## config.mk

```make
export PLATFORM = sky130hd
export DESIGN_NAME = calc_fsm_param
export DESIGN_NICKNAME = d
export VERILOG_FILES = /design/src/rtl/calc_fsm_param_pkg.sv /design/src/rtl/calc_fsm_param_bin2bcd_seq.sv /design/src/rtl/calc_fsm_param.sv
export SDC_FILE = /design/constraint.sdc
export NUM_CORES = 1
export LEC_CHECK = 0
export CORE_UTILIZATION = 37
export DETAILED_ROUTE_END_ITERATION = 12
export GPL_ROUTABILITY_DRIVEN = 0
export GPL_TIMING_DRIVEN = 0
export PLACE_DENSITY = 0.53
export SLEW_MARGIN = 10
export SYNTH_ARGS = -nofsm -noshare
export SYNTH_HDL_FRONTEND = slang
export SYNTH_SLANG_ARGS = --single-unit
```

## constraint.sdc

```tcl
create_clock -name clk -period 18.3 [get_ports clk]
set_clock_uncertainty 0.1 [all_clocks]
set_input_delay 1.83 -clock clk [delete_from_list [all_inputs] [get_ports clk]]
set_output_delay 1.83 -clock clk [all_outputs]
set_load 0.03 [all_outputs]
```

## src/rtl/calc_fsm_param_pkg.sv

```systemverilog
// Shared constants for the keypad calculator: key codes, operator and state encodings,
// and the helpers that size operands from the digit count.
package calc_fsm_param_pkg;

    localparam logic [3:0] KEY_0    = 4'h0;
    localparam logic [3:0] KEY_1    = 4'h1;
    localparam logic [3:0] KEY_2    = 4'h2;
    localparam logic [3:0] KEY_3    = 4'h3;
    localparam logic [3:0] KEY_4    = 4'h4;
    localparam logic [3:0] KEY_5    = 4'h5;
    localparam logic [3:0] KEY_6    = 4'h6;
    localparam logic [3:0] KEY_7    = 4'h7;
    localparam logic [3:0] KEY_8    = 4'h8;
    localparam logic [3:0] KEY_9    = 4'h9;
    localparam logic [3:0] KEY_A    = 4'hA;
    localparam logic [3:0] KEY_B    = 4'hB;
    localparam logic [3:0] KEY_C    = 4'hC;
    localparam logic [3:0] KEY_D    = 4'hD;
    localparam logic [3:0] KEY_ASS  = 4'hE;
    localparam logic [3:0] KEY_HASH = 4'hF;

    typedef enum logic [1:0] {
        OP_NONE = 2'd0,
        OP_ADD  = 2'd1,
        OP_SUB  = 2'd2,
        OP_MUL  = 2'd3
    } op_t;

    typedef enum logic [2:0] {
        NUM_INIT = 3'd0,
        LHS      = 3'd1,
        NUM_RHS  = 3'd2,
        RHS      = 3'd3,
        CALC     = 3'd4,
        RESULT   = 3'd5,
        ERR      = 3'd6
    } state_t;

    // Largest magnitude representable with the given number of decimal digits.
    function automatic int unsigned max_value(input int unsigned digits);
        int unsigned p;
        p = 1;
        for (int unsigned i = 0; i < digits; i++) begin
            p = p * 10;
        end
        return p - 1;
    endfunction

    // Two's-complement width holding +/- max_value.
    function automatic int unsigned operand_width(input int unsigned digits);
        return $clog2(max_value(digits) + 1) + 1;
    endfunction

    function automatic logic key_is_digit(input logic [3:0] k);
        return (k >= KEY_0) && (k <= KEY_9);
    endfunction

    function automatic op_t key_to_op(input logic [3:0] k);
        case (k)
            KEY_A:   return OP_ADD;
            KEY_B:   return OP_SUB;
            KEY_C:   return OP_MUL;
            default: return OP_NONE;
        endcase
    endfunction

endpackage

```

## src/rtl/calc_fsm_param_bin2bcd_seq.sv

```systemverilog
// Sequential double-dabble converter: one shift per cycle, done pulses after exactly
// operand_width(DIGITS) cycles counted from the start strobe.
module bin2bcd_seq
    import calc_fsm_param_pkg::*;
#(
    parameter int unsigned DIGITS = 4
) (
    input  logic                                 clk,
    input  logic                                 reset_in,
    input  logic                                 start,
    input  logic [operand_width(DIGITS)-1:0]     bin,
    output logic                                 done,
    output logic [4*DIGITS-1:0]                  bcd
);

    localparam int unsigned BW    = operand_width(DIGITS);
    localparam int unsigned DW    = 4 * DIGITS;
    localparam int unsigned CNT_W = $clog2(BW + 1);

    logic [BW-1:0]    bin_q;
    logic [DW-1:0]    bcd_q;
    logic [CNT_W-1:0] cnt_q;
    logic             done_q;

    // Add-3 correction on every digit >= 5, then shift in the next binary bit.
    function automatic logic [DW-1:0] dabble_step(input logic [DW-1:0] cur, input logic msb);
        logic [DW-1:0] adj;
        for (int i = 0; i < int'(DIGITS); i++) begin
            adj[4*i +: 4] = (cur[4*i +: 4] >= 4'd5) ? cur[4*i +: 4] + 4'd3 : cur[4*i +: 4];
        end
        return {adj[DW-2:0], msb};
    endfunction

    // The start edge performs the first shift so the whole conversion spans BW edges.
    always_ff @(posedge clk) begin
        if (reset_in) begin
            bin_q  <= '0;
            bcd_q  <= '0;
            cnt_q  <= '0;
            done_q <= 1'b0;
        end else begin
            done_q <= 1'b0;
            if (start) begin
                bcd_q <= dabble_step('0, bin[BW-1]);
                bin_q <= {bin[BW-2:0], 1'b0};
                cnt_q <= CNT_W'(BW - 1);
            end else if (cnt_q != '0) begin
                bcd_q <= dabble_step(bcd_q, bin_q[BW-1]);
                bin_q <= {bin_q[BW-2:0], 1'b0};
                cnt_q <= cnt_q - CNT_W'(1);
                if (cnt_q == CNT_W'(1)) begin
                    done_q <= 1'b1;
                end
            end
        end
    end

    assign done = done_q;
    assign bcd  = bcd_q;

endmodule

```

## src/rtl/calc_fsm_param.sv

```systemverilog
// Keypad calculator: digit entry, add/subtract/multiply with chaining and repeat-equals,
// bounded DIGITS-digit signed results shown in BCD.
module calc_fsm_param
    import calc_fsm_param_pkg::*;
#(
    parameter int unsigned DIGITS = 4
) (
    input  logic                  clk,
    input  logic                  reset_in,
    input  logic                  key_pressed,
    input  logic [3:0]            key_code,
    output logic [4*DIGITS-1:0]   display_bcd,
    output logic                  negative,
    output logic                  error,
    output logic                  busy,
    output logic [2:0]            state_out
);

    localparam int unsigned MAXV = max_value(DIGITS);
    localparam int unsigned BW   = operand_width(DIGITS);
    localparam int unsigned RW   = 2 * BW;
    localparam int unsigned DW   = 4 * DIGITS;
    localparam int unsigned CW   = $clog2(DIGITS + 1);

    typedef struct packed {
        logic [BW-1:0] val;
        logic [DW-1:0] bcd;
        logic [CW-1:0] cnt;
    } operand_t;

    state_t   state_q, state_d;
    operand_t lhs_q, lhs_d, rhs_q, rhs_d, res_q, res_d;
    op_t      op_q, op_d, pend_op_q, pend_op_d;
    logic     chain_q, chain_d;
    logic     phase_q, phase_d;
    logic     conv_start_c;
    logic     conv_done;
    logic [DW-1:0] conv_bcd;
    logic [DW-1:0] disp_d;
    logic          neg_d;

    logic        key_digit_c, key_eq_c, key_ce_c, key_op_valid_c;
    op_t         key_op_c;

    logic signed [RW-1:0] a_w, b_w, r_w;
    logic        [RW-1:0] r_mag;
    logic                 r_ovf;

    function automatic operand_t fresh_digit(input logic [3:0] d);
        operand_t o;
        o.val = BW'(d);
        o.bcd = DW'(d);
        o.cnt = (d != 4'd0) ? CW'(1) : '0;
        return o;
    endfunction

    // Append a digit unless full; a zero typed into an empty operand is not counted.
    function automatic operand_t append_digit(input operand_t o, input logic [3:0] d);
        operand_t n;
        n = o;
        if (o.cnt < CW'(DIGITS) && !(o.cnt == '0 && d == 4'd0)) begin
            n.val = o.val * BW'(10) + BW'(d);
            n.bcd = {o.bcd[DW-5:0], d};
            n.cnt = o.cnt + CW'(1);
        end
        return n;
    endfunction

    assign key_digit_c    = key_is_digit(key_code);
    assign key_op_c       = key_to_op(key_code);
    assign key_op_valid_c = (key_op_c != OP_NONE);
    assign key_eq_c       = (key_code == KEY_HASH);
    assign key_ce_c       = (key_code == KEY_ASS);

    // Operands are stable throughout CALC, so the product/sum stays valid until completion.
    always_comb begin
        a_w = {{BW{lhs_q.val[BW-1]}}, lhs_q.val};
        b_w = {{BW{rhs_q.val[BW-1]}}, rhs_q.val};
        case (op_q)
            OP_ADD:  r_w = a_w + b_w;
            OP_SUB:  r_w = a_w - b_w;
            OP_MUL:  r_w = a_w * b_w;
            default: r_w = a_w;
        endcase
        r_mag = r_w[RW-1] ? RW'(-r_w) : RW'(r_w);
        r_ovf = (r_mag > RW'(MAXV));
    end

    bin2bcd_seq #(
        .DIGITS (DIGITS)
    ) u_bin2bcd (
        .clk      (clk),
        .reset_in (reset_in),
        .start    (conv_start_c),
        .bin      (BW'(r_mag)),
        .done     (conv_done),
        .bcd      (conv_bcd)
    );

    always_comb begin
        state_d      = state_q;
        lhs_d        = lhs_q;
        rhs_d        = rhs_q;
        res_d        = res_q;
        op_d         = op_q;
        pend_op_d    = pend_op_q;
        chain_d      = chain_q;
        phase_d      = phase_q;
        conv_start_c = 1'b0;

        if (state_q == CALC) begin
            // Keys (including CE) are ignored while a result is being produced.
            if (!phase_q) begin
                if (r_ovf) begin
                    state_d = ERR;
                    chain_d = 1'b0;
                end else begin
                    conv_start_c = 1'b1;
                    phase_d      = 1'b1;
                end
            end else if (conv_done) begin
                phase_d   = 1'b0;
                res_d.val = BW'(r_w);
                res_d.bcd = conv_bcd;
                res_d.cnt = CW'(DIGITS);
                if (chain_q) begin
                    state_d = NUM_RHS;
                    lhs_d   = res_d;
                    op_d    = pend_op_q;
                    chain_d = 1'b0;
                end else begin
                    state_d = RESULT;
                end
            end
        end else if (key_pressed && key_ce_c) begin
            state_d   = NUM_INIT;
            lhs_d     = '0;
            rhs_d     = '0;
            res_d     = '0;
            op_d      = OP_NONE;
            pend_op_d = OP_NONE;
            chain_d   = 1'b0;
            phase_d   = 1'b0;
        end else if (key_pressed) begin
            case (state_q)
                NUM_INIT: begin
                    if (key_digit_c) begin
                        lhs_d   = fresh_digit(key_code);
                        state_d = LHS;
                    end
                end
                LHS: begin
                    if (key_digit_c) begin
                        lhs_d = append_digit(lhs_q, key_code);
                    end else if (key_op_valid_c) begin
                        op_d    = key_op_c;
                        state_d = NUM_RHS;
                    end else if (key_eq_c) begin
                        res_d   = lhs_q;
                        state_d = RESULT;
                    end
                end
                NUM_RHS: begin
                    if (key_digit_c) begin
                        rhs_d   = fresh_digit(key_code);
                        state_d = RHS;
                    end else if (key_op_valid_c) begin
                        op_d = key_op_c;
                    end else if (key_eq_c) begin
                        res_d   = lhs_q;
                        state_d = RESULT;
                    end
                end
                RHS: begin
                    if (key_digit_c) begin
                        rhs_d = append_digit(rhs_q, key_code);
                    end else if (key_op_valid_c) begin
                        pend_op_d = key_op_c;
                        chain_d   = 1'b1;
                        state_d   = CALC;
                    end else if (key_eq_c) begin
                        chain_d = 1'b0;
                        state_d = CALC;
                    end
                end
                RESULT: begin
                    if (key_digit_c) begin
                        lhs_d   = fresh_digit(key_code);
                        rhs_d   = '0;
                        op_d    = OP_NONE;
                        state_d = LHS;
                    end else if (key_op_valid_c) begin
                        lhs_d   = res_q;
                        op_d    = key_op_c;
                        state_d = NUM_RHS;
                    end else if (key_eq_c) begin
                        lhs_d   = res_q;
                        chain_d = 1'b0;
                        state_d = CALC;
                    end
                end
                default: ;
            endcase
        end

        // Display follows the operand that is active in the state being entered.
        case (state_d)
            NUM_INIT, LHS, NUM_RHS: disp_d = lhs_d.bcd;
            RHS:                    disp_d = rhs_d.bcd;
            RESULT:                 disp_d = res_d.bcd;
            ERR:                    disp_d = '1;
            default:                disp_d = display_bcd;
        endcase
        neg_d = (state_d == RESULT) && res_d.val[BW-1];
    end

    always_ff @(posedge clk) begin
        if (reset_in) begin
            state_q     <= NUM_INIT;
            lhs_q       <= '0;
            rhs_q       <= '0;
            res_q       <= '0;
            op_q        <= OP_NONE;
            pend_op_q   <= OP_NONE;
            chain_q     <= 1'b0;
            phase_q     <= 1'b0;
            display_bcd <= '0;
            negative    <= 1'b0;
            error       <= 1'b0;
            busy        <= 1'b0;
            state_out   <= NUM_INIT;
        end else begin
            state_q     <= state_d;
            lhs_q       <= lhs_d;
            rhs_q       <= rhs_d;
            res_q       <= res_d;
            op_q        <= op_d;
            pend_op_q   <= pend_op_d;
            chain_q     <= chain_d;
            phase_q     <= phase_d;
            display_bcd <= disp_d;
            negative    <= neg_d;
            error       <= (state_d == ERR);
            busy        <= (state_d == CALC);
            state_out   <= state_d;
        end
    end

endmodule

```

After elaboration in Yosys (flattened, before gate mapping):

Cells that the tools add are included.

* register bits after elaboration: 165
* bits of input ports: 7
* output and inout bits: 22

* add/subtract/negate cells: 12
* multipliers: 3
* $lt $le $gt $ge: 9
* equal/unequal tests: 40
* mux-type cells: 99
* bitwise logic cells: 2
* reductions and logical operators: 40

Operators by type and width (count)
* 2-to-1 mux 34 bit: 27
* case mux 34 bit (3 select lines): 2
* case mux 30 bit (3 select lines): 1
* case mux 16 bit (4 select lines): 1
* 2-to-1 mux 3 bit: 19
* adder 15 x 4 -> 15 bit: 2
* greater-than comparator 30 x 14 -> 1 bit (second input constant): 1
* multiplier 15 x 15 -> 30 bit: 1
* multiplier 15 x 3 -> 14 bit (second input constant): 2
* 2-to-1 mux 15 bit: 2
* 2-to-1 mux 30 bit: 1
* negation 30 bit: 1
* 2-to-1 mux 2 bit: 14
* != test 4 bit (second input constant): 6
* nonzero test 4 bit: 6
* 2-to-1 mux 1 bit: 22
* AND reduction 7 bit: 3
* == test 4 bit (second input constant): 5
* 2-to-1 mux 4 bit: 5
* 2-to-1 mux 19 bit: 1
* adder 15 x 15 -> 16 bit: 1
* greater-or-equal comparator 4 x 3 -> 1 bit (second input constant): 4
* subtractor 15 x 15 -> 16 bit: 1
* == test 3 bit (second input constant): 5
* other kinds (36): 72

Logic depth before layout (Yosys ltp):

Gate-level depths: netlist of run 1.

* depth in word-level cells: 12
* depth in mapped cells: 35
* depth with buffers taken out: 30

Cells and area by module:

A second synthesis of run 1 with hierarchy kept.

* cells, all modules: 2642
* area total of the unflattened synthesis: 21500.6 µm²

By module, submodules not included
* calc_fsm_param: times used 1, cells each 2432, area each 19736.4 µm², seq. area each 2602.5 µm²
* bin2bcd_seq: times used 1, cells each 210, area each 1764.2 µm², seq. area each 700.7 µm²

Least setup slack after synthesis of run 1:

OpenSTA, ideal clock, no wires.

* path kind: register to register
* from: register lhs_q, in the netlist a_w[11]
* to: register display_bcd[10]
* data arrival time: 8.207 ns
* path slack: 9.855 ns
* cell stages (with the launch flop): 29
* path buffers: 4
* period minus slack after synthesis: 8.445 ns
* cell sequence: dfxtp_1 > clkbuf_1 > clkbuf_1 > nand2_1 > fa_1 > fa_1 > inv_1 > fa_1 > fa_1 > fa_1 > inv_1 > fa_1 > inv_1 > ha_1 > clkbuf_1 > a21oi_1 > and4_1 > o21ai_0 > or3b_2 > o21ai_1 > nand2_1 > or3_1 > o41ai_1 > o2111ai_1 > o31a_1 > or3_4 > o41ai_4 > buf_6 > a221oi_1

* cells in the longest elaborated chain, start to end: 11
* elaborated cells on any way between the ends: 19
* classes of those cells: add/sub: 3; mul: 1; order compare: 1; eq/ne: 5; mux: 6; reduce/logical: 3

Ends and longest elaborated chain
* from (decl): RTL line calc_fsm_param.sv:32 `operand_t lhs_q, lhs_d, rhs_q, rhs_d, res_q, res_d;`
* from (signal assigned): RTL line calc_fsm_param.sv:234 `lhs_q <= lhs_d;`
* multiplier 15 x 15 -> 30 bit (tied with other cells): RTL line calc_fsm_param.sv:82 `OP_MUL: r_w = a_w * b_w;`
* case mux 30 bit (3 select lines) *: RTL line calc_fsm_param.sv:79 `case (op_q)`
* negation 30 bit: RTL line calc_fsm_param.sv:85 `r_mag = r_w[RW-1] ? RW'(-r_w) : RW'(r_w);`
* 2-to-1 mux 30 bit *: RTL line calc_fsm_param.sv:85
* greater-than comparator 30 x 14 -> 1 bit *: RTL line calc_fsm_param.sv:86 `r_ovf = (r_mag > RW'(MAXV));`
* 2-to-1 mux 3 bit *: RTL line calc_fsm_param.sv:114 `if (r_ovf) begin`
* 2-to-1 mux 3 bit *: RTL line calc_fsm_param.sv:113 `if (!phase_q) begin`
* 2-to-1 mux 3 bit *: RTL line calc_fsm_param.sv:111 `if (state_q == CALC) begin`
* == test 3 x 1 -> 1 bit (tied with other cells): RTL line calc_fsm_param.sv:207 `case (state_d)`
* OR reduction 3 bit: RTL line calc_fsm_param.sv:207
* case mux 16 bit (4 select lines) or nonzero test 4 bit (tied branches)
* to (signal assigned): RTL line calc_fsm_param.sv:241 `display_bcd <= disp_d;`
* to (decl): RTL line calc_fsm_param.sv:12 `output logic [4*DIGITS-1:0] display_bcd,`

Every way passes the cells marked *; elsewhere a longest branch is shown, timed or not.
A chain may end at the register's enable or synchronous reset.

Final worst setup path of run 1:

* from: register lhs_q, in the netlist a_w[11]
* to: register u_bin2bcd.bcd_q[15] (netlist: u_bin2bcd.bcd[15])

* cells in the longest elaborated chain, start to end: 9
* elaborated cells on any way between the ends: 11
* classes of those cells: add/sub: 3; mul: 1; order compare: 1; mux: 5; reduce/logical: 1

Ends and longest elaborated chain
* multiplier 15 x 15 -> 30 bit (tied with other cells): RTL line calc_fsm_param.sv:82
* case mux 30 bit (3 select lines) *: RTL line calc_fsm_param.sv:79
* negation 30 bit: RTL line calc_fsm_param.sv:85
* 2-to-1 mux 30 bit *: RTL line calc_fsm_param.sv:85
* greater-than comparator 30 x 14 -> 1 bit *: RTL line calc_fsm_param.sv:86
* 2-to-1 mux 1 bit *: RTL line calc_fsm_param.sv:114
* 2-to-1 mux 1 bit *: RTL line calc_fsm_param.sv:113
* 2-to-1 mux 1 bit *: RTL line calc_fsm_param.sv:111
* OR reduction 2 bit (no source line) *
* to (signal assigned): RTL line calc_fsm_param_bin2bcd_seq.sv:44 `bcd_q <= dabble_step('0, bin[BW-1]);`
* to (signal assigned): RTL line calc_fsm_param_bin2bcd_seq.sv:48 `bcd_q <= dabble_step(bcd_q, bin_q[BW-1]);`
* to (decl): RTL line calc_fsm_param_bin2bcd_seq.sv:21 `logic [DW-1:0] bcd_q;`

Marked as above.

==> results of run 1 <==
synth_stat cells (50+ instances only):
cell | n | area (sq um)
and2_1 | 95 | 594
ha_1 | 174 | 2180
inv_1 | 350 | 1310
o21ai_0 | 83 | 415
dfxtp_1 | 165 | 3300
nand2_1 | 229 | 860
xnor2_1 | 62 | 543
a22oi_1 | 50 | 375
clkbuf_1 | 128 | 480
nor2_1 | 250 | 938
fa_1 | 228 | 4560
a21oi_1 | 134 | 671
metal layers:
layer / routed length, um / global-route usage, % / vias to the layer above
li1: - / - / 9090
met2: 31900 / 38.1 / 912
met4: 2320 / 7.36 / 0
met3: 6750 / 5.80 / 137
met5: 0 / 0 / -
met1: 33600 / 35.6 / 9911
tightest hold or removal path: cells and delay by family, from the launching register on:
family           cells  cell delay [ns]
flip-flops           1             0.32
AND/OR/NAND/NOR      1             0.05
AO/OA/AOI/OAI        1             0.05
layout make-up:
class / count / area share, %
buffer: 149 / 2.63
clock buffer: 17 / 1.83
clock inverter: 15 / 0.662
inverter: 351 / 5.67
multi-input combinational: 1949 / 69.7
sequential: 165 / 14.2
tap: 756 / 4.07
timing repair buffer: 28 / 1.21
per-stage QoR:
| stage | util (%) | total power (W) | hold WS [ns] | area [sq um] | worst slack, ns |
|---|---|---|---|---|---|
| floorplan | - | 0.000540 | 0.332 | 21400 | 9.85 |
| global placement | 39.9 | 0.000613 | 0.346 | 22700 | 7.31 |
| detailed placement | 39.9 | 0.000617 | 0.347 | 22700 | 7.15 |
| CTS | 40.9 | 0.000972 | 0.360 | 23300 | 7.11 |
| global route | 40.9 | 0.00101 | 0.392 | 23300 | 6.29 |
| finish | 40.9 | 0.000971 | 0.363 | 23300 | 6.85 |
worst min-delay path by stage:
stage,to,cells after the start
2_1_floorplan,pend_op_q[0],2
3_3_place_gp,pend_op_q[1],2
3_5_place_dp,pend_op_q[1],2
4_1_cts,pend_op_q[1],2
5_1_grt,display_bcd[0],2
6_report,pend_op_q[1],2
kinds of logic (layout without fill, tap and decap cells):
logic type      after synthesis  after routing  synth area share [%]
xor+xnor                     99             99                  4.04
flops                       165            165                  15.4
mux                          17             17                 0.916
buf+inv                     500            560                  8.99
compound gates              605            605                  20.4
fa+ha+maj                   402            402                  31.4
simple gates                826            826                  18.8
power by group:
part           internal [W]  switching [W]  total, W
Sequential         0.000369      0.0000143  0.000383
Clock              0.000181       0.000175  0.000356
Combinational     0.0000793       0.000152  0.000232
Total              0.000630       0.000342  0.000971
cell usage in the layout (no fill, tap or decap), drive strengths merged, types with 34 or more instances in the layout:
cell type,instances
ha,174
o21ai,88
nor3,36
xnor2,62
nand2,230
a222oi,47
dfxtp,165
clkbuf,145
a21oi,135
xor2,37
a211oi,37
inv,357
a22oi,50
and2,95
fa,228
nor2,250
nor2b,34
sequential cells by signal, indices dropped and copies added, names as in the netlist, 2 cells and up:
name / flops
a_w: 15
b_w: 15
display_bcd: 16
lhs_q: 19
op_q: 2
pend_op_q: 2
res_q: 34
rhs_q: 19
state_q: 3
u_bin2bcd.bcd: 16
u_bin2bcd.bin_q: 14
u_bin2bcd.cnt_q: 4
==> results_dict.tcl, run 1 <==
set metrics [dict create \
    critPathArrivalTime_ns 11.67 \
    crit_required_ns 18.52 \
    syn_to_final_growth_pct 8.42 \
    post-cts-setup-buffer-count 0 \
    slew_viol_final 0 \
    async_flop_share_pct 0 \
    fin_cells 3430 \
    synth-main-ff-cell "dfxtp_1" \
    endpoint_kind "flip-flop" \
    num_rows 87 \
    vdd_drop_max_v 0.0000503 \
    cap_violations 0 \
    io_buffer_count 28 \
    wire_per_inst_um 21.8 \
    outcome "completed" \
    die-area_sq_um 58900 \
    seq_area_sq_um 3300 \
    synth_nets 3023 \
    htreeDepth 4 \
    clkSlewWorstSetupHoldPaths_ns 0.08 \
    grt-ovfl-total 0 \
    ys_types 95 \
    drive_above_1_share_pct 3.33 \
    clockRootBuffer "clkbuf_16" \
    synth_area_sq_um 21400 \
    path_delay_family "adder cells" \
    cp-start-kind "flip-flop" \
    syn_inst 2614 \
    grt_max_degree 19 \
    min-delay-start "pend_op_q[1]" \
    cts.path.max_buffers 2 \
    worstSetupPathType "reg2reg" \
    fin_crit_sh_pct 62.6 \
    die-width_um 243 \
    pin_count 29 \
    n_fill_cell 5820 \
    setup_viol 0 \
    track_usage_pct 25.2 \
    syn_area_per_cell_sq_um 8.20 \
    synth-seq-area-share_pct 15.4 \
    cts_resized 0 \
    critPathCapture "u_bin2bcd.bcd[15]" \
    drtIter0Drc 2019 \
    synth-edff-count 0 \
    cp_max_fo 10 \
    start_util_pct 37.7 \
    yosys_register_bits 165 \
    dp_cells 3398 \
    p_leak_nw 10.4 \
    worstSkewPairLatency_ns 0.46 \
    crit_slowest_cell "a22oi_1" \
    grt_pass1_vias 19700 \
    drc 0 \
    cts-hold-fix-buffers 0 \
    r2r_end "u_bin2bcd.bcd[15]" \
    worstMarginPinSlew_ns 1.26 \
    timing.rr.start "a_w[11]" \
    crit_buf_inv 8 \
    die_h_um 243 \
    routed_wirelength_um 74600 \
    cts_tree "built" \
    dr.pass1.iters 6 \
    antenna_cells 0 \
    clock-sinks 165 \
    final.setup.tns_ns 0 \
    antenna_found_initial 0 \
    dpl.hpwl_um 59700 \
    fin_nets 3070 \
    r2r_slack_ns 6.85 \
    hold_class "reg2reg" \
    fmax_mhz 87.3 \
    via_count 20100 \
    synth_warnings 0 \
    critical_path.max_stage_delay_ns 0.96 \
    slew_headroom_pct 15.9 \
    fp.coreArea_sq_um 56800 \
    postRouteAntennaNets 0 \
    period_needed_ns 11.45 \
    cpMostUsedCell "fa_1" \
    grt_pass1_wl_um 115000 \
    rr_worst_depth 31 \
    crit_path_start "a_w[11]" \
    viasPerCell 5.85 \
    cts_buffers 17 \
    worst-path-stages 31 \
    p_per_area_nw_per_um2 41.8 \
    multi_input_area_sq_um 16200 \
    hold_violations 0 \
    rsz0062_at_grt "false" \
]
Power figures use the tool's default switching activity.
==> run 2, diff against run 1 <==
PLACE_DENSITY = 0.55   (was 0.53)
clock period = 10 ns   (was 18.3 ns; I/O delays follow)
==> run 2 against run 1 <==
Hold slack gained 0.0017 ns. Critical path depth shrank 1. Wire length shrank 2.0%. Combinational power grew 82%. Register-to-register slack lost 6.6 ns. Sequential power grew 83%. Worst setup slack lost 6.6 ns.
==> results_dict.tcl, run 2 (synthesis results as in run 1) <==
set metrics [dict create \
    vdd_drop_max_v 0.000118 \
    cts_buffers 17 \
    slew_headroom_pct 11.7 \
    outcome "completed" \
    grt-ovfl-total 0 \
    antenna_cells 0 \
    place_area_sq_um 22700 \
    grt_max_degree 20 \
    grt_pass1_vias 19500 \
    critical_path.max_stage_delay_ns 0.75 \
    fp.coreArea_sq_um 56800 \
    crit_required_ns 10.23 \
    p_leak_nw 10.5 \
    min-delay-start "display_bcd[12]" \
    die-area_sq_um 58900 \
    cp_max_fo 10 \
    cts_tree "built" \
    postRouteAntennaNets 0 \
    io_buffer_count 28 \
    timing.rr.start "a_w[8]" \
    period_needed_ns 9.71 \
    critPathArrivalTime_ns 9.94 \
    clock-sinks 165 \
    largest_reg_flops 34 \
    hold_class "reg2reg" \
    fin_nets 3075 \
    clkSlewWorstSetupHoldPaths_ns 0.08 \
    seq_area_sq_um 3320 \
    viasPerCell 5.82 \
    cpMostUsedCell "fa_1" \
    drtIter0Drc 2158 \
    worstSetupPathType "reg2reg" \
    setup_ws_ns 0.289 \
    cp-start-kind "flip-flop" \
    track_usage_pct 24.7 \
    whs_path_depth 2 \
    crit_path_start "a_w[8]" \
    drive_above_1_share_pct 5.30 \
    cts-hold-fix-buffers 0 \
    antenna_found_initial 1 \
    path_delay_family "adder cells" \
    dpl.hpwl_um 58700 \
    fmax_mhz 103 \
    endpoint_kind "flip-flop" \
    syn_to_final_growth_pct 9.30 \
    routed_wirelength_um 73200 \
    top_register "res_q" \
    dp_slack_ns -0.945 \
    pin_count 29 \
    crit_buf_inv 8 \
    layout_common_cells "inv_1, nor2_1, nand2_1" \
    cap_violations 0 \
    multi_input_area_sq_um 16300 \
    worst-path-stages 30 \
    drc 0 \
    fin_area_sq_um 23400 \
    reg_top3 "res_q (34), lhs_q (19), rhs_q (19)" \
    slew_viol_final 0 \
    fin_crit_sh_pct 97.1 \
    htreeDepth 4 \
    worstSkewPairLatency_ns 0.45 \
    grt_pass1_wl_um 114000 \
    start_util_pct 37.7 \
    die_h_um 243 \
    p_per_area_nw_per_um2 75.7 \
    clockRootBuffer "clkbuf_16" \
    num_rows 87 \
    final_common_cell "inv_1" \
    worstMarginPinSlew_ns 1.29 \
    cts.path.max_buffers 2 \
    rr_worst_depth 30 \
    setup_viol 0 \
    dr.pass1.iters 7 \
    wire_per_inst_um 21.3 \
    via_count 20000 \
    crit_slowest_cell "or4b_1" \
    n_fill_cell 5870 \
    die-width_um 243 \
    hold_violations 0 \
]
[run 2: path summary, 6_finish.rpt]
check	endpoint	slack [ns]
min reg2reg	display_bcd[12]	0.36
max reg2reg	u_bin2bcd.done	0.29
min	display_bcd[12]	0.36
max	u_bin2bcd.done	0.29
[run 2: metal layers]
| layer | track usage (%) | vias up | part of all wire, % |
|---|---|---|---|
| met2 | 38.0 | 883 | 43 |
| met1 | 36.0 | 9886 | 46 |
| met5 | 0 | - | 0 |
| li1 | - | 9103 | - |
| met4 | 6.03 | 0 | 2.3 |
| met3 | 3.68 | 111 | 8.3 |
[run 2: report_power, final]
| part | switching [W] | leakage, nW | internal (W) | total (W) |
|---|---|---|---|---|
| combinational | 0.000274 | 8.89 | 0.000148 | 0.000422 |
| clock | 0.000300 | 0.279 | 0.000352 | 0.000652 |
| sequential | 0.0000262 | 1.34 | 0.000675 | 0.000701 |
[run 2: final cells by class]
class                           count  share of cell area [%]
Sequential cell                   165                    14.2
Inverter                          351                    5.62
Clock inverter                     13                   0.587
Timing Repair Buffer               35                    1.47
Clock buffer                       19                    1.85
Tap cell                          756                    4.04
Multi-Input combinational cell   1949                    69.5
Buffer                            147                    2.73
[run 2: repair_timing]
item | in CTS | in global routing
resized for setup | 30 | 38
buffers inserted | 2 | 5
setup endpoints to repair | 57 | 55
pin swaps | 2 | 3
[run 2: worst reg2reg max path: cells and delay by family, from the launching register on]
family,cells,cell delay [ns]
xor+xnor,1,0.18
simple gates,9,2.58
buf+inv,8,1.41
compound gates,5,1.68
fa+ha+maj,7,3.16
flops,1,0.49
[run 2: metrics by stage]
step / hold slack, ns / util (%) / setup TNS (ns) / cells / power, W
CTS: 0.360 / 41.0 / 0 / 3430 / 0.00177
global placement: 0.345 / 39.9 / -41.38 / 3398 / 0.00112
finish: 0.365 / 41.3 / 0 / 3435 / 0.00177
global route: 0.378 / 41.3 / -0.198 / 3435 / 0.00184
floorplan: 0.332 / - / 0 / 2614 / 0.000988
detailed placement: 0.349 / 39.9 / -43.30 / 3398 / 0.00112
==> run 3, diff against run 2 <==
PLACE_DENSITY = default   (was 0.55)
SKIP_LAST_GASP = 1   (was default)
==> run 3 against run 2 <==
Total power rose by 1.5%. Critical endpoint is now display_bcd[1]. Design area about the same. First-iteration DRC count rose by 13%. Non-clock buffer count is 2 lower. Via count up 1.5%. Die area did not move. Clock power up 4.1%. Wire length shrank 1.3%. Critical path type unchanged. The run now ends with capacitance limit left. Sequential share of layout area is essentially flat. Hold slack worse by 0.0041 ns. Critical path depth down 2.
==> results_dict.tcl, run 3 (synthesis results as in run 1) <==
set metrics [dict create \
    outcome "finished with violations" \
    violations "capacitance limit" \
    worstMarginPinSlew_ns 1.43 \
    top_layer "met4" \
    cts.path.max_buffers 2 \
    critical_path.max_stage_delay_ns 0.65 \
    slew_viol_final 0 \
    die-area_sq_um 58900 \
    largest_reg_flops 34 \
    whs_path_depth 2 \
    grt_pass1_wl_um 113000 \
    r2r_slack_ns 0.24 \
    wire_per_inst_um 21.0 \
    antenna_cells 0 \
    drtIter0Drc 2434 \
    viasPerCell 5.91 \
    die_h_um 243 \
    cts_buffers 17 \
    endpoint_kind "flip-flop" \
    routed_wirelength_um 72200 \
    dp_slack_ns -0.827 \
    timing.rr.start "a_w[11]" \
    rr_worst_depth 28 \
    layout_common_cells "inv_1, nor2_1, nand2_1" \
    fin_crit_sh_pct 97.6 \
    crit_required_ns 10.19 \
    cts_tree "built" \
    p_leak_nw 10.5 \
    route.met3.wl_um 6940 \
    drive_above_1_share_pct 5.12 \
    num_rows 87 \
    r2r_end "display_bcd[1]" \
    cap_violations 1 \
    clock-sinks 165 \
    wl_met2_um 32200 \
    reg_top3 "res_q (34), lhs_q (19), rhs_q (19)" \
    whs_endpoint "display_bcd[14]" \
    p_per_area_nw_per_um2 76.9 \
    fmax_mhz 102 \
    postRouteAntennaNets 0 \
    period_needed_ns 9.76 \
    fp.coreArea_sq_um 56800 \
    critPathArrivalTime_ns 9.95 \
    worstSkewPairLatency_ns 0.44 \
    crit_slowest_cell "o41ai_4" \
    clockRootBuffer "clkbuf_16" \
    hold_violations 0 \
    die-width_um 243 \
    htreeDepth 4 \
    final_util_pct 41.3 \
    dr.pass1.iters 9 \
    grt_max_degree 20 \
    final.setup.tns_ns 0 \
    place_area_sq_um 22700 \
    setup_viol 0 \
    dpl.hpwl_um 57400 \
    via_count 20300 \
    antenna_found_initial 1 \
    setup_ws_ns 0.241 \
    start_util_pct 37.7 \
    grt-ovfl-total 0 \
    met1_length_um 31300 \
    final_common_cell "inv_1" \
    fin_nets 3073 \
    track_usage_pct 24.2 \
    syn_to_final_growth_pct 9.31 \
    worstSetupPathType "reg2reg" \
    grt_pass1_vias 20100 \
    hold_ws_ns 0.361 \
    drc 0 \
    cp-start-kind "flip-flop" \
    n_fill_cell 5782 \
    clkSlewWorstSetupHoldPaths_ns 0.08 \
    top_register "res_q" \
    slew_headroom_pct 2.48 \
    cpMostUsedCell "fa_1" \
    io_buffer_count 28 \
    cp_max_fo 10 \
    pin_count 29 \
    rsz0062_at_grt "false" \
    min-delay-start "display_bcd[14]" \
    vdd_drop_max_v 0.000117 \
    fin_area_sq_um 23400 \
    hold_class "reg2reg" \
]
run 3: cell types whose count changed in the layout (fill, tap and decap cells not counted), moves of 2 or more:
cell	change
a21oi_1	-2
a21oi_2	+2
buf_4	-2
clkbuf_1	+2
clkbuf_2	-2
clkbuf_4	-2
clkinv_8	+2
inv_6	-3
nor3_2	-2
o21ai_1	+2
run 3: worst max-delay path by stage:
stage | startpoint | end | slack [ns] | cells after the start
6_report | a_w[11] | display_bcd[1] | 0.24 | 28
5_1_grt | b_w[7] | u_bin2bcd.done | 0.006 | 31
4_1_cts | b_w[3] | u_bin2bcd.done | 0.01 | 32
3_5_place_dp | a_w[8] | u_bin2bcd.bcd[14] | -0.83 | 33
3_3_place_gp | a_w[11] | u_bin2bcd.done | -0.78 | 31
2_1_floorplan | a_w[11] | display_bcd[10] | 1.55 | 28
run 3: repair_timing:
action | CTS | global route
setup buffers | 0 | 5
endpoints found under the setup margin | 57 | 54
resized for setup | 30 | 27
hold buffers | 0 | 0
pin swaps | 0 | 3
run 3: cell type report:
class	instances	area, sq um	share of cell area (%)
Multi-Input combinational cell	1949	16300	69.5
Sequential cell	165	3320	14.1
Inverter	351	1320	5.62
Tap cell	756	946	4.04
Buffer	147	632	2.70
Clock buffer	18	439	1.87
Timing Repair Buffer	33	330	1.41
Clock inverter	14	163	0.694
run 3: report_power, final:
| part | switching, W | internal (W) | total (W) |
|---|---|---|---|
| clock network | 0.000317 | 0.000363 | 0.000679 |
| logic | 0.000274 | 0.000147 | 0.000421 |
| registers | 0.0000261 | 0.000675 | 0.000701 |
run 3: layer usage:
| metal | vias to the layer above | GRT usage (%) |
|---|---|---|
| met1 | 10000 | 33.8 |
| met2 | 1018 | 38.2 |
| li1 | 9100 | - |
| met3 | 136 | 4.02 |
| met5 | - | 0 |
| met4 | 0 | 6.97 |
run 3: metrics by stage:
| step | power [W] | instances |
|---|---|---|
| 5_1_grt | 0.00187 | 3433 |
| 6_report | 0.00180 | 3433 |
| 4_1_cts | 0.00180 | 3429 |
| 3_3_place_gp | 0.00111 | 3398 |
| 2_1_floorplan | 0.000988 | 2614 |
| 3_5_place_dp | 0.00112 | 3398 |
run 3: critical path: cells and delay by family (launching register included):
family          cells  cell delay (ns)
flops               1             0.43
buf+inv             7             1.33
compound gates      8             2.46
simple gates        6             2.02
fa+ha+maj           7             3.27
==> RTL change 1 (flow settings as in run 2) <==
Put one more register stage on the output `error`, without a reset. The value now appears one clock later. The other outputs are not delayed to match.
--- a/src/rtl/calc_fsm_param.sv
+++ b/src/rtl/calc_fsm_param.sv
@@ -28,6 +28,8 @@
         logic [CW-1:0] cnt;
     } operand_t;
 
+    logic error_s0;
+
     state_t   state_q, state_d;
     operand_t lhs_q, lhs_d, rhs_q, rhs_d, res_q, res_d;
     op_t      op_q, op_d, pend_op_q, pend_op_d;
@@ -226,7 +228,7 @@
             phase_q     <= 1'b0;
             display_bcd <= '0;
             negative    <= 1'b0;
-            error       <= 1'b0;
+            error_s0    <= 1'b0;
             busy        <= 1'b0;
             state_out   <= NUM_INIT;
         end else begin
@@ -240,11 +242,15 @@
             phase_q     <= phase_d;
             display_bcd <= disp_d;
             negative    <= neg_d;
-            error       <= (state_d == ERR);
+            error_s0    <= (state_d == ERR);
             busy        <= (state_d == CALC);
             state_out   <= state_d;
         end
     end
 
+    always_ff @(posedge clk) begin
+        error <= error_s0;
+    end
+
 endmodule
 
Check against the original RTL: no difference found for any inputs over 4 cycles, from zero or initial values and one cycle with reset_in high; that may be too few to reach the edited logic, so the function may still have changed.
==> RTL change 1 against run 2 <==
The flow now finishes with violations (capacitance limit, slew limit). Largest cell class unchanged. First-iteration DRC count grew 0.93%. Area after synthesis about the same. Sequential share of layout area is essentially flat. Synthesized cell count hardly changed. Sequential cell count grew 1. Setup slack improved by 37 ps. Routed wire length is 0.47% higher. Final area is 0.47% higher. Die area about the same. Non-clock buffer count did not move. Total power increased by 3.6%.
==> RTL change 1: results (changes against run 2) <==
[synthesis]
yosysSeqAreaShare = 0.155  ; was 0.154
synth_area_leaders = fa_1 (21%), dfxtp_1 (15%), ha_1 (10%), inv_1 (6.1%), nor2_1 (4.4%)  ; unchanged
synth_nets = 3024  ; was 3023

[final_layout]
drive_gt1_frac = 0.0560  ; was 0.0530
num-nets-final = 3076  ; was 3075
nFillCells = 5807  ; was 5870

[power_and_ir_drop]
p_leak_nw = 10.5  ; about the same
vdd_drop_max_mv = 0.0967  ; was 0.118 mV

[sta]
hold_ws_ps = 239  ; was 365 ps
slew_viol_final = 1  ; was 0
slew_headroom = -0.00768  ; was 0.117
fmax_ghz = 0.103  ; about the same

[min_path]
hold_depth = 0  ; was 2
hp-start = error_s0  ; was display_bcd[12]

[critical_path]
slowest_delay_ps = 590  ; was 750 ps
worst_r2r_path_depth = 31  ; was 30
rr_startpoint = a_w[11]  ; was a_w[8]
r2r_slack_ps = 330  ; was 290 ps

[global_routing]
grt_pass1_vias = 19883  ; was 19547
grt_pass1_wl_mm = 114  ; about the same

[placement]
placed_area_um2 = 22700  ; about the same
dpl.hpwl_mm = 58.8  ; was 58.7 mm

[routing]
drt-initial-drc-count = 2178  ; was 2158
vias_per_cell = 5.86  ; was 5.82

[run]
maxCapViolCount = 1  ; was 0

[run_status]
violations = capacitance limit, slew limit
status = finished with violations  ; was finished clean

==> RTL change 1: worst reg2reg max path: cells and delay by family (launching register included) <==
kind            cells  cell delay [ps]
buf+inv             9             1560
simple gates       10             2620
flops               1              410
fa+ha+maj           7             3290
compound gates      5             1570
==> RTL change 1: per-layer routing <==
metal	GRT usage	wire length, µm	vias to the layer above
li1	-	-	9117
met1	0.355	33200	9945
met2	0.376	31800	944
met3	0.0482	6600	115
met4	0.0683	1820	2
met5	0	57	-
==> RTL change 1: per-stage QoR <==
step	instances	power (W)
after global routing	3436	0.00191
after detailed placement	3399	0.00113
after global placement	3399	0.00112
after CTS	3430	0.00183
final	3436	0.00184
after floorplan	2615	0.000992
==> RTL change 1: cell type report <==
class | instances | area [µm²] | area share
Clock inverter | 15 | 208 | 0.00882
Buffer | 147 | 647 | 0.0275
Multi-Input combinational cell | 1949 | 16300 | 0.693
Clock buffer | 17 | 425 | 0.0181
Sequential cell | 166 | 3340 | 0.142
Timing Repair Buffer | 35 | 345 | 0.0147
Inverter | 351 | 1320 | 0.0561
Tap cell | 756 | 946 | 0.0402
==> RTL change 1: power by group <==
group	leakage, nW	total (W)	switching (W)	internal (W)
Combinational	8.89	0.000425	0.000277	0.000147
Sequential	1.35	0.000705	0.0000257	0.000679
Clock	0.306	0.000708	0.000324	0.000385
Total	10.5	0.00184	0.000627	0.00121
==> RTL change 1: cell families after synthesis <==
family | synth area share
mux | 0.00915
simple gates | 0.188
compound gates | 0.204
xor+xnor | 0.0404
fa+ha+maj | 0.314
flops | 0.155
buf+inv | 0.0898
==> RTL change 1: what timing repair did <==
item                                    in CTS  in global routing
gates cloned                                 0                  0
pin swaps                                    1                  3
buffers inserted                             1                  6
resized for setup                           27                 56
endpoints found under the hold margin        0                  0
endpoints found under the setup margin      57                 54
==> RTL change 2 (config.mk and constraints of run 2) <==
Made on the original files. `DIGITS` is set to 4 in 2 places; all go to 2.
--- a/src/rtl/calc_fsm_param_bin2bcd_seq.sv
+++ b/src/rtl/calc_fsm_param_bin2bcd_seq.sv
@@ -3,7 +3,7 @@
 module bin2bcd_seq
     import calc_fsm_param_pkg::*;
 #(
-    parameter int unsigned DIGITS = 4
+    parameter int unsigned DIGITS = 2
 ) (
     input  logic                                 clk,
     input  logic                                 reset_in,
--- a/src/rtl/calc_fsm_param.sv
+++ b/src/rtl/calc_fsm_param.sv
@@ -3,7 +3,7 @@
 module calc_fsm_param
     import calc_fsm_param_pkg::*;
 #(
-    parameter int unsigned DIGITS = 4
+    parameter int unsigned DIGITS = 2
 ) (
     input  logic                  clk,
     input  logic                  reset_in,
Ports: changed (resized display_bcd); port bits go from 29 to 21. No check against the original RTL was run, so the function may have changed too.
==> RTL change 2 against run 2 <==
Sequential cell count is 71 lower. Sequential share of layout area grew 3.7 points. Global-route usage fell by 1.3 points. Count of clock-buffer cells in the layout is 10 lower. Area after synthesis fell by 55%. Routed wire length decreased by 59%. Total power shrank 36%. Final area shrank 55%. Setup slack improved by 1800 ps. Critical endpoint is now display_bcd[4].
==> RTL change 2: results (changes against run 2) <==
[routing]
wl_met3_mm = 1.99  ; was 6.06 mm
wl_met2_mm = 13.4  ; was 31.8 mm
vias_per_cell = 5.76  ; was 5.82
drt_first_pass_iters = 8  ; was 7
drt-initial-drc-count = 877  ; was 2158

[sta]
hold_ws_ps = 369  ; was 365 ps
fmax_ghz = 0.126  ; was 0.103 GHz
max_slew.worst_pin.slew_ps = 1200  ; was 1290 ps

[final_layout]
reg.largest.list = res_q x18, lhs_q x10, rhs_q x10  ; was res_q x34, lhs_q x19, rhs_q x19
nNonClkBuffers = 88  ; was 182
inverters_excl_clock = 118  ; was 351
clock_cell_area_share = 0.0294  ; was 0.0243
num-nets-final = 1374  ; was 3075
multi_input_area_share = 0.666  ; was 0.695
nFillCells = 2602  ; was 5870

[power_and_ir_drop]
p_per_area_nw_per_um2 = 107  ; was 75.7 nW/µm²
p_leak_nw = 4.46  ; was 10.5 nW
vdd_drop_max_mv = 0.0859  ; was 0.118 mV

[synthesis]
muxShareOfSynthArea = 0.0288  ; was 0.00916
yosysMostFrequentCell = nor2_1  ; was inv_1
synth_common_cells = nor2_1 (146), inv_1 (117), dfxtp_1 (94)  ; was inv_1 (350), nor2_1 (250), nand2_1 (229)
synth_compound_area_frac = 0.235  ; was 0.204
synth_area_leaders = dfxtp_1 (20%), fa_1 (13%), ha_1 (9.5%), nor2_1 (5.7%), inv_1 (4.6%)  ; was fa_1 (21%), dfxtp_1 (15%), ha_1 (10%), inv_1 (6.1%), nor2_1 (4.4%)
synthXorXnorAreaFrac = 0.0431  ; was 0.0404
ys_seq_elements = 94  ; was 165
synthAdderAreaFrac = 0.223  ; was 0.314

[run_status]
status = finished clean  ; unchanged

[global_routing]
use_met3 = 0.0287  ; was 0.0368
grt_use_total = 0.234  ; was 0.247
met2_usage = 0.363  ; was 0.380
grt_max_degree = 19  ; was 20
grt_use_met1 = 0.343  ; was 0.360
grt_pass1_wl_mm = 48.3  ; was 114 mm

[placement]
dpl.hpwl_mm = 23.2  ; was 58.7 mm
dp_cells = 1552  ; was 3398
place_ws_ps = 2100  ; was -945 ps

[critical_path]
rr_startpoint = a_w[1]  ; was a_w[8]
slowest_delay_ps = 640  ; was 750 ps
cp_slowest_cell = nor2_1  ; was or4b_1
rr_endpoint = display_bcd[4]  ; was u_bin2bcd.done

[clocking]
htreeDepth = 3  ; was 4
clk-insertion-delay-late_ps = 370  ; was 450 ps
cts-buffers-inserted = 9  ; was 17

[die]
die-area_um2 = 26700  ; was 58900 µm²

[min_path]
hold_path_end = pend_op_q[0]  ; was display_bcd[12]

RTL change 2: cell count changes in the layout (fill, tap and decap cells not counted), moves of 29 or more:
cell | before | now
fa_1 | 226 | 61
ha_1 | 174 | 73
clkbuf_1 | 103 | 57
a21oi_1 | 134 | 70
nor2_1 | 250 | 146
nand2_1 | 229 | 83
and2_1 | 95 | 40
inv_1 | 350 | 117
xnor2_1 | 61 | 32
dfxtp_1 | 155 | 94
o21ai_0 | 81 | 48
RTL change 2: worst register-to-register path: stages (launching register included):
cell and delay (ps):
dfxtp_1 620, clkbuf_1 450, nand2_1 140, fa_1 510
fa_1 560, inv_1 60, fa_1 530, inv_1 50
fa_1 530, inv_1 50, ha_1 370, o21ai_0 140
o21ai_0 170, nor2_1 70, or4_1 570, nor2_1 640
nand4b_1 250, or4b_1 570, a21oi_1 160, o2111ai_1 300
a21o_1 350, xor2_2 260, o311a_1 380
RTL change 2: power by group:
group	internal, W	switching (W)
sequential	0.000398	0.0000266
combinational	0.000120	0.000214
clock	0.000200	0.000170
